===== src/rtl/ldpc_pkg.sv =====
// Shared constants and types for the (12,6) LDPC bit-flipping decoder.
// Each H_ROW entry is a parity check expressed as a mask over the 12 word bits.
package ldpc_pkg;

    localparam int N = 12;
    localparam int M = 6;

    // H_ROW[k] is check k; every word bit appears in exactly two rows.
    localparam logic [M-1:0][N-1:0] H_ROW = {
        12'h50C, 12'h851, 12'h2A1, 12'h462, 12'h88A, 12'h314
    };

    typedef enum logic [1:0] {
        ST_IDLE,
        ST_CHECK,
        ST_EVAL,
        ST_DONE
    } state_e;

endpackage


===== src/rtl/ldpc_flip_logic.sv =====
// Combinational syndrome and flip-mask evaluation for one 12-bit hard-decision word.
// A bit is flipped when its unsatisfied-check count equals the largest nonzero count.
module ldpc_flip_logic
    import ldpc_pkg::*;
(
    input  logic [N-1:0] word_i,
    output logic [M-1:0] syndrome_o,
    output logic [N-1:0] flip_mask_o
);

    logic [N-1:0][1:0] unsat;
    logic [1:0]        maxu;

    always_comb begin
        for (int k = 0; k < M; k++) begin
            syndrome_o[k] = ^(word_i & H_ROW[k]);
        end
    end

    // Column weight is 2, so a 2-bit count per bit cannot overflow.
    always_comb begin
        for (int b = 0; b < N; b++) begin
            unsat[b] = 2'd0;
            for (int k = 0; k < M; k++) begin
                unsat[b] = unsat[b] + 2'(syndrome_o[k] & H_ROW[k][b]);
            end
        end
    end

    always_comb begin
        maxu = 2'd0;
        for (int b = 0; b < N; b++) begin
            if (unsat[b] > maxu) maxu = unsat[b];
        end
    end

    always_comb begin
        for (int b = 0; b < N; b++) begin
            flip_mask_o[b] = (unsat[b] == maxu) && (maxu != 2'd0);
        end
    end

endmodule


===== src/rtl/ldpc_bitflip_ctrl.sv =====
// Iterative bit-flipping decoder controller: CHECK latches syndrome and flip mask,
// EVAL either finishes or applies one flip round, DONE holds the result for the consumer.
module ldpc_bitflip_ctrl
    import ldpc_pkg::*;
#(
    parameter int MAX_ITER = 8,
    parameter int ITER_W   = 4
) (
    input  logic              clk,
    input  logic              rst,
    input  logic              in_valid,
    output logic              in_ready,
    input  logic [N-1:0]      in_word,
    output logic              out_valid,
    input  logic              out_ready,
    output logic [N-1:0]      out_word,
    output logic [M-1:0]      out_syndrome,
    output logic              out_success,
    output logic [ITER_W-1:0] out_iters
);

    if (MAX_ITER < 0 || MAX_ITER >= (2 ** ITER_W)) begin : g_bad_param
        $error("ldpc_bitflip_ctrl: MAX_ITER must lie in [0, 2**ITER_W)");
    end

    localparam logic [ITER_W-1:0] ITER_LIMIT = ITER_W'(MAX_ITER);

    state_e            state_q, state_d;
    logic [N-1:0]      word_q, word_d;
    logic [M-1:0]      syn_q, syn_d;
    logic [N-1:0]      mask_q, mask_d;
    logic [ITER_W-1:0] iter_q, iter_d;

    logic [M-1:0]      syn_comb;
    logic [N-1:0]      mask_comb;

    ldpc_flip_logic u_flip (
        .word_i      (word_q),
        .syndrome_o  (syn_comb),
        .flip_mask_o (mask_comb)
    );

    always_ff @(posedge clk or posedge rst) begin
        if (rst) begin
            state_q <= ST_IDLE;
            word_q  <= '0;
            syn_q   <= '0;
            mask_q  <= '0;
            iter_q  <= '0;
        end else begin
            state_q <= state_d;
            word_q  <= word_d;
            syn_q   <= syn_d;
            mask_q  <= mask_d;
            iter_q  <= iter_d;
        end
    end

    always_comb begin
        state_d = state_q;
        word_d  = word_q;
        syn_d   = syn_q;
        mask_d  = mask_q;
        iter_d  = iter_q;
        case (state_q)
            ST_IDLE: begin
                if (in_valid) begin
                    word_d  = in_word;
                    iter_d  = '0;
                    state_d = ST_CHECK;
                end
            end
            ST_CHECK: begin
                syn_d   = syn_comb;
                mask_d  = mask_comb;
                state_d = ST_EVAL;
            end
            ST_EVAL: begin
                if (syn_q == '0 || iter_q == ITER_LIMIT) begin
                    state_d = ST_DONE;
                end else begin
                    word_d  = word_q ^ mask_q;
                    iter_d  = iter_q + 1'b1;
                    state_d = ST_CHECK;
                end
            end
            ST_DONE: begin
                if (out_ready) state_d = ST_IDLE;
            end
            default: state_d = ST_IDLE;
        endcase
    end

    // Success is gated by DONE so that the reset/idle view reads all-zero.
    assign in_ready     = (state_q == ST_IDLE);
    assign out_valid    = (state_q == ST_DONE);
    assign out_word     = word_q;
    assign out_syndrome = syn_q;
    assign out_success  = (state_q == ST_DONE) && (syn_q == '0);
    assign out_iters    = iter_q;

endmodule


===== config.mk =====
export PLATFORM = sky130hd
export DESIGN_NAME = ldpc_bitflip_ctrl
export DESIGN_NICKNAME = d
export VERILOG_FILES = /design/src/rtl/ldpc_pkg.sv /design/src/rtl/ldpc_flip_logic.sv /design/src/rtl/ldpc_bitflip_ctrl.sv
export SDC_FILE = /design/constraint.sdc
export NUM_CORES = 1
export LEC_CHECK = 0
export ABC_CLOCK_PERIOD_IN_PS = 10500
export BUFFER_PORTS_ARGS = -buffer_cell sky130_fd_sc_hd__buf_2
export CAP_MARGIN = 10
export CORE_MARGIN = 5
export CORE_UTILIZATION = 40
export CTS_CLUSTER_DIAMETER = 60
export DETAILED_ROUTE_END_ITERATION = 8
export RECOVER_POWER = 100
export SYNTH_ARGS = -nofsm -noshare
export SYNTH_HDL_FRONTEND = slang
export SYNTH_SLANG_ARGS = --single-unit

===== constraint.sdc =====
create_clock -name clk -period 10.5 [get_ports clk]
set_clock_uncertainty 0.1 [all_clocks]
set_input_delay 0.525 -clock clk [delete_from_list [all_inputs] [get_ports clk]]
set_output_delay 0.525 -clock clk [all_outputs]
set_load 0.02 [all_outputs]

==> run summary, run 1 <==
The run finished, with violations left. The checks that failed: max-capacitance violations, max-slew violations. Data arrives at the worst endpoint at 10260 ps. The actual transition at the worst max-transition pin works out to 1950 ps.

The number of antenna cells inserted was 0; the number of standard cells after synthesis was 398. The run gives 0.861 as the weighted congestion at the end of routability-driven global placement. The class of the tightest hold or removal check was input port to flop. The total negative slack for setup checks is 0 ps.

The run gives 33 as the number of placement rows. The tools report the post-synthesis instance area as 3420 um^2. The run gives 6620 um as the total half-perimeter wirelength after legalization and detailed placement.

The final layout contains 554 nets. The floorplan step defined a die boundary enclosing 10500 um^2. The H-tree was split into 2 levels. Along the worst path, the maximum fanout reaches 8.

Setup violations remaining at the end of the flow were counted as 0. After synthesis, the netlist uses 53 different library cells. Measured against its own limit, the worst slew margin works out to -29.8%. The post-detailed-route via-to-cell ratio is 5.44.

The type of the worst setup path is flop to flop. Of the available clock period, the critical path in the final layout requires 96.6%. Synthesis inferred 35 register bits.

For this run, the total global-route usage over all layers was measured as 17.1%. The slowest stage of the critical path is the sky130_fd_sc_hd__dfrtp_2 cell. Setup repair after global routing could not meet its margin everywhere.

Measured along the y axis, the die boundary spans 102 um. The share of the Yosys chip area taken by registers is 25.6%. The tools report the highest attainable clock frequency as 0.0985 GHz. The post-route netlist has 34.0% of its cells at a drive strength greater than 1. STA classifies the critical path endpoint as a flop. The mean cell area of the mapped netlist came out at 8.58 um^2. The quantity of I/O buffers inserted on ports was 40.

The total area inside the core boundary comes to 8260 um^2. Fill cell instance count of the final layout: 774. The root buffer cell chosen for the clock tree is sky130_fd_sc_hd__clkbuf_8.

The logs give 0 for the detailed-route DRC error count and 0 for the number of antenna violations at the first check in global routing. The die width came out at 102 um. For this configuration, the core starts out at a cell density of 41.4%.

The clock reaches the later pin of the worst-skew pair after 290 ps. The post-synthesis net count is 462, and the fraction of registers with async set/reset is 100%. The register clock-pin slew on the reported worst setup and hold paths was 70 ps.

For the number of endpoints with negative hold slack in the final report, the log shows 0. For this run the aggregate overflow at the end of global routing stands at 0. For this run, the detailed router's first-pass iteration total came to 4. By instance count, the cell type seen most on the critical path is sky130_fd_sc_hd__ha_4. The library cells used most frequently in the layout, excluding fill and tap cells, are sky130_fd_sc_hd__buf_4, sky130_fd_sc_hd__nand2_1, sky130_fd_sc_hd__ha_1, sky130_fd_sc_hd__inv_1, sky130_fd_sc_hd__dfrtp_1. The first global-routing pass estimated 14400 um of wire.

The element type at the critical path start is a flop. Counting the buffers created by CTS gives 5. The number of warnings reported in the yosys synthesis log is 0, and the final routed wire length divided by cell count is 15.5 um.

The number of pins exceeding their max-slew limit in the final report was 36. The smallest clock period supported by the final layout is computed as 10150 ps. From synthesis to final layout, the design area changed by 35.2%. The run gives 41 as the I/O pin count.

The number of maximum-capacitance violations is 1, and the number of enable-type register cells in the synthesized netlist is 0. After detailed routing, the total wire length is 9220 um. TritonCTS built the clock tree. After the first detailed-routing iteration, the DRC count stood at 103. The run gives 3018 as the via count of the first global-routing pass. The tools report the maximum number of buffers from clock root to sink as 2. Entering global routing, the biggest net connects 36 pins.

For this run, the slowest stage of the critical path takes 470 ps. The routed layout has 3243 vias. The commonest register cell after synthesis was sky130_fd_sc_hd__dfrtp_1.

For the clock sink count, the log shows 35. The required time at the endpoint of the critical path was 10610 ps. Leaving out fill and tap cells, the most frequent cell in the layout is sky130_fd_sc_hd__buf_4.

The count of nets left with antenna violations once routing finished came out at 0.
-- kinds of logic (layout without fill, tap and decap cells) --
group	count (synthesis)	in the layout	share of synthesized area [%]
compound gates	103	103	22.0
fa+ha+maj	48	48	17.6
xor+xnor	28	28	7.18
simple gates	120	120	17.5
mux	11	11	3.52
buf+inv	53	146	6.59
flops	35	35	25.6
-- Yosys cell counts (3+ instances only) --
master	n	area [um^2]
sky130_fd_sc_hd__nand2_1	46	173
sky130_fd_sc_hd__clkbuf_1	9	33.8
sky130_fd_sc_hd__xor2_1	13	114
sky130_fd_sc_hd__o21a_1	9	67.6
sky130_fd_sc_hd__a21oi_1	4	20.0
sky130_fd_sc_hd__nor2_1	11	41.3
sky130_fd_sc_hd__dfrtp_1	35	876
sky130_fd_sc_hd__nand4_1	3	18.8
sky130_fd_sc_hd__nor3_1	10	50.1
sky130_fd_sc_hd__inv_1	38	143
sky130_fd_sc_hd__nor2b_1	3	18.8
sky130_fd_sc_hd__mux2_2	8	90.1
sky130_fd_sc_hd__ha_1	48	601
sky130_fd_sc_hd__and2_1	3	18.8
sky130_fd_sc_hd__o21ai_1	11	55.1
sky130_fd_sc_hd__nand2b_1	7	43.8
sky130_fd_sc_hd__a22oi_1	10	75.1
sky130_fd_sc_hd__o32a_1	8	80.1
sky130_fd_sc_hd__a22o_1	4	35.0
sky130_fd_sc_hd__xnor2_1	15	131
sky130_fd_sc_hd__nand3_1	24	120
sky130_fd_sc_hd__mux2i_1	3	30.0
sky130_fd_sc_hd__o21ai_0	29	145
sky130_fd_sc_hd__o21bai_1	8	60.1
sky130_fd_sc_hd__nand3b_1	3	22.5
-- final cells by class --
cell class                 count  area (um^2)  area share (%)
inverter                      38          143            3.09
timing repair buffer         100          651            14.1
tap                          105          131            2.84
multi-input combinational    310         2710            58.7
sequential                    35          882            19.1
clock buffer                   8          100            2.17
-- worst paths after layout --
path | start | end | slack [ps] | cells after the start
worst max-delay path | out_word[11] | mask_q[5] | 350 | 62
worst min-delay path | out_ready | state_q[0] | 320 | 2
worst max register to register | out_word[11] | mask_q[5] | 350 | 62
worst min register to register | mask_q[0] | mask_q[0] | 410 | 2
max in group asynchronous | rst | out_word[11] | 8210 | 3
min in group asynchronous | rst | out_syndrome[5] | 830 | 3
-- worst max-delay path: cells and delay by family, from the launching register on --
family,cells,cell delay (ps)
AOI/OAI and AO/OA,20,2970
muxes,1,280
and+or+nand+nor,24,2500
DFF,1,470
adders and majority gates,12,2910
xor gates and xnor gates,2,480
buffers and inverters,3,310
-- routing by layer --
layer / vias to the layer above / share of wire [%] / track usage [%]
li1: 1588 / - / -
met1: 1586 / 45 / 22.7
met2: 60 / 50 / 29.2
met3: 9 / 3.9 / 2.25
met4: 0 / 1.1 / 4.44
met5: - / 0 / 0
-- repair_timing --
item	in CTS	in global routing
pin swaps	3	52
endpoints found under the setup margin	11	11
setup buffers	1	13
hold buffers	0	0
resized for setup	15	64
-- stage by stage --
| step | std cells | utilization, % | setup WS [ps] | hold WS, ps | area, um^2 |
|---|---|---|---|---|---|
| final | 596 | 55.9 | 352 | 320 | 4620 |
| after global routing | 596 | 55.9 | -224 | 326 | 4620 |
| after CTS | 583 | 51.0 | 0.999 | 247 | 4210 |
| after detailed placement | 574 | 48.7 | -190 | 398 | 4020 |
| after global placement | 574 | 48.7 | -8.45 | 391 | 4020 |
| after floorplan | 398 | - | 103 | 372 | 3420 |
-- registers in the layout (all words and copies together), names as in the netlist --
signal,cells
mask_q,11
out_iters,4
out_syndrome,6
out_word,12
state_q,2
Power of run 1 is left out: the tool's default activity adds up to more than one toggle a clock period on the data nets, which glitch-free logic cannot reach.
==> run 2: changes to the inputs <==
Settings changed: CORE_ASPECT_RATIO set to 0.5, CORE_UTILIZATION 40 to 51, PLACE_DENSITY set to 0.74.
==> run 2 against run 1 <==
The flow finishes with violations (max-capacitance violations, max-slew violations, negative setup slack). Critical endpoint is now mask_q[4]. Utilization increased by 13 points. Final area is 2.0% lower. Wire length rose by 3.8%. Sequential cell count unchanged.
==> run summary, run 2 (synthesis gave the netlist of run 1 again) <==
The via total after detailed routing is 3237 (was 3243), and the TritonCTS buffer count is 5 (unchanged). The delay of the slowest critical-path stage was 450 ps (was 470 ps); the die outline height was 67.9 um (was 102 um). The starting density of the core was 51.8% (was 41.4%).

The DRC marker count from the first detailed-route iteration came out at 260 (was 103). The most common cell after layout, fill and taps aside is sky130_fd_sc_hd__buf_4 (unchanged). The signed area change from the synthesized netlist to the final layout was 32.5% (was 35.2%).

The maximum number of buffers from clock root to sink was 2 (unchanged); the residual antenna-violating net count after detailed routing was 0 (unchanged). The element type at the critical path start is a flop (unchanged). Setup repair after global routing could not meet its margin everywhere.

The tools report the number of nets at the end of the flow as 547 (was 554). Via count of the first global-routing pass: 2951 (was 3018). For the I/O pin count, the log shows 41 (unchanged).

The cell family with the largest share of critical-path delay is adder cells (was compound AO/OA/AOI/OAI gates). The register clock-pin slew on the reported worst setup and hold paths came out at 50 ps (was 70 ps). Maximum fanout count along the critical path: 7 (was 8).

The library cell contributing the largest single delay on the critical path was sky130_fd_sc_hd__dfrtp_2 (unchanged). The detailed-route DRC error count is 0 (unchanged), and the weighted congestion at the end of routability-driven global placement is 0.869 (was 0.861). The run gives 9570 um (was 9220 um) as the total routed wirelength. The total half-perimeter wirelength after legalization and detailed placement is 6220 um (was 6620 um). The run gives 8530 um^2 (was 10500 um^2) as the die area.

The final critical-path required period was 10500 ps (was 10150 ps). Required time at the endpoint of the critical path: 10600 ps (was 10610 ps). The least setup slack across all paths after layout is -4.16 ps (was 352 ps). The number of cells after detailed placement was 550 (was 574).

Category of the worst setup path capture point: a flop (unchanged). Total of endpoints with negative setup slack in the final report: 1 (was 0). The overall fraction of global-route tracks in use is 20.7% (was 17.1%). The final instance count without filler cells came out at 576 (was 596).

The tools report the core footprint as 6600 um^2 (was 8260 um^2). The ratio of final minimum period to clock period was 100% (was 96.6%). The number of placement rows was 21 (was 33); the number of antenna violations at the first check in global routing was 0 (unchanged). The total iterations of the first detailed-routing run is 4 (unchanged). The number of endpoints with negative hold slack in the final report came out at 0 (unchanged). The hold slack was 338 ps (was 320 ps).

The count of H-tree levels built during CTS is 2 (unchanged). The post-detailed-route via-to-cell ratio was 5.62 (was 5.44). The final cell utilization of the core is 68.6% (was 55.9%), and the remaining global-route overflow is 0 (unchanged). The number of maximum-capacitance violations was 1 (unchanged). The tools report the number of pins exceeding their max-slew limit in the final report as 36 (unchanged).

The flow ran to the end, but the final reports show violations. The flip-flop count of the largest register, all copies and words added was 12 (unchanged); the quantity of I/O buffers inserted on ports was 40 (unchanged). For the count of hold-fix buffers inserted at cts, the log shows 0 (unchanged). The cell repeated most along the worst path was sky130_fd_sc_hd__ha_1 (was sky130_fd_sc_hd__ha_4). The class of the tightest hold or removal check was input port to flop (unchanged). Commonest cells after routing, fill and taps aside: sky130_fd_sc_hd__buf_4, sky130_fd_sc_hd__ha_1, sky130_fd_sc_hd__nand2_1, sky130_fd_sc_hd__inv_1, sky130_fd_sc_hd__dfrtp_1 (was sky130_fd_sc_hd__buf_4, sky130_fd_sc_hd__nand2_1, sky130_fd_sc_hd__ha_1, sky130_fd_sc_hd__inv_1, sky130_fd_sc_hd__dfrtp_1). The number of antenna cells inserted is 0 (unchanged), and the die width is 126 um (was 102 um). The total negative slack for setup checks is -4.16 ps (was 0 ps). The type of the worst setup path is flop to flop (unchanged). The largest net degree at the start of global routing was 36 (unchanged).

Failing checks: max-capacitance violations, max-slew violations, negative setup slack (was max-capacitance violations, max-slew violations). The run gives 0.0952 GHz (was 0.0985 GHz) as the highest attainable clock frequency. Clock root buffer: sky130_fd_sc_hd__clkbuf_16 (was sky130_fd_sc_hd__clkbuf_8).

The run gives 35 (unchanged) as the clock sink count. TritonCTS built the clock tree. For the latest clock arrival within the worst-skew pair, the log shows 280 ps (was 290 ps).

The run gives -25.8% (was -29.8%) as the worst slew margin relative to its limit. The run gives 10610 ps (was 10260 ps) as the arrival time of the worst setup path. The final routed wire length divided by cell count was 16.6 um (was 15.5 um); the share of final-layout standard cells stronger than drive strength 1 was 32.4% (was 34.0%). The number of buffer and inverter instances along the worst setup path came out at 2 (was 3). The actual transition at the worst max-transition pin came out at 1890 ps (was 1950 ps). The global-route wire length before repair was 14400 um (about the same).
## run 2: cell count changes in the layout (fill, tap and decap cells not counted), moves of 5 or more
| cell | change |
|---|---|
| sky130_fd_sc_hd__clkbuf_8 | -5 |
| sky130_fd_sc_hd__clkbuf_16 | +6 |
| sky130_fd_sc_hd__buf_4 | -5 |
| sky130_fd_sc_hd__clkbuf_1 | -6 |
| sky130_fd_sc_hd__buf_2 | +5 |
## run 2: area by class of cell
type / instances / area (um^2)
Sequential cell: 35 / 882
Clock buffer: 8 / 156
Inverter: 38 / 145
Timing Repair Buffer: 93 / 613
Tap cell: 92 / 115
Fill cell: 490 / 2070
Multi-Input combinational cell: 310 / 2620
## run 2: per-stage QoR
| step | setup WS (ps) | area [um^2] |
|---|---|---|
| global placement | 25.1 | 3910 |
| CTS | 36.6 | 4210 |
| detailed placement | -359 | 3910 |
| finish | -4.16 | 4530 |
| global route | -671 | 4530 |
| floorplan | 103 | 3420 |
## run 2: worst paths after layout
check | startpoint | to | slack [ps] | depth (start not counted)
max | out_word[1] | mask_q[4] | -4 | 61
min | out_ready | state_q[0] | 340 | 2
max reg2reg | out_word[1] | mask_q[4] | -4 | 61
min reg2reg | mask_q[10] | mask_q[10] | 410 | 2
max in group asynchronous | rst | out_word[11] | 8260 | 3
min in group asynchronous | rst | out_syndrome[5] | 810 | 3
## run 2: repair_timing
action	CTS	global route
cloned	0	1
gates resized for setup	18	53
setup endpoints to repair	11	11
pin swaps	12	43
setup buffers	9	10
hold endpoints to repair	0	0
## run 2: per-layer routing
layer	up-vias	routed length, um	global-route usage [%]
li1	1584	-	-
met1	1533	4110	27.8
met2	100	4690	34.6
met3	20	581	4.36
met4	0	183	5.88
met5	-	0	0
Power of run 2 is left out for the same reason.
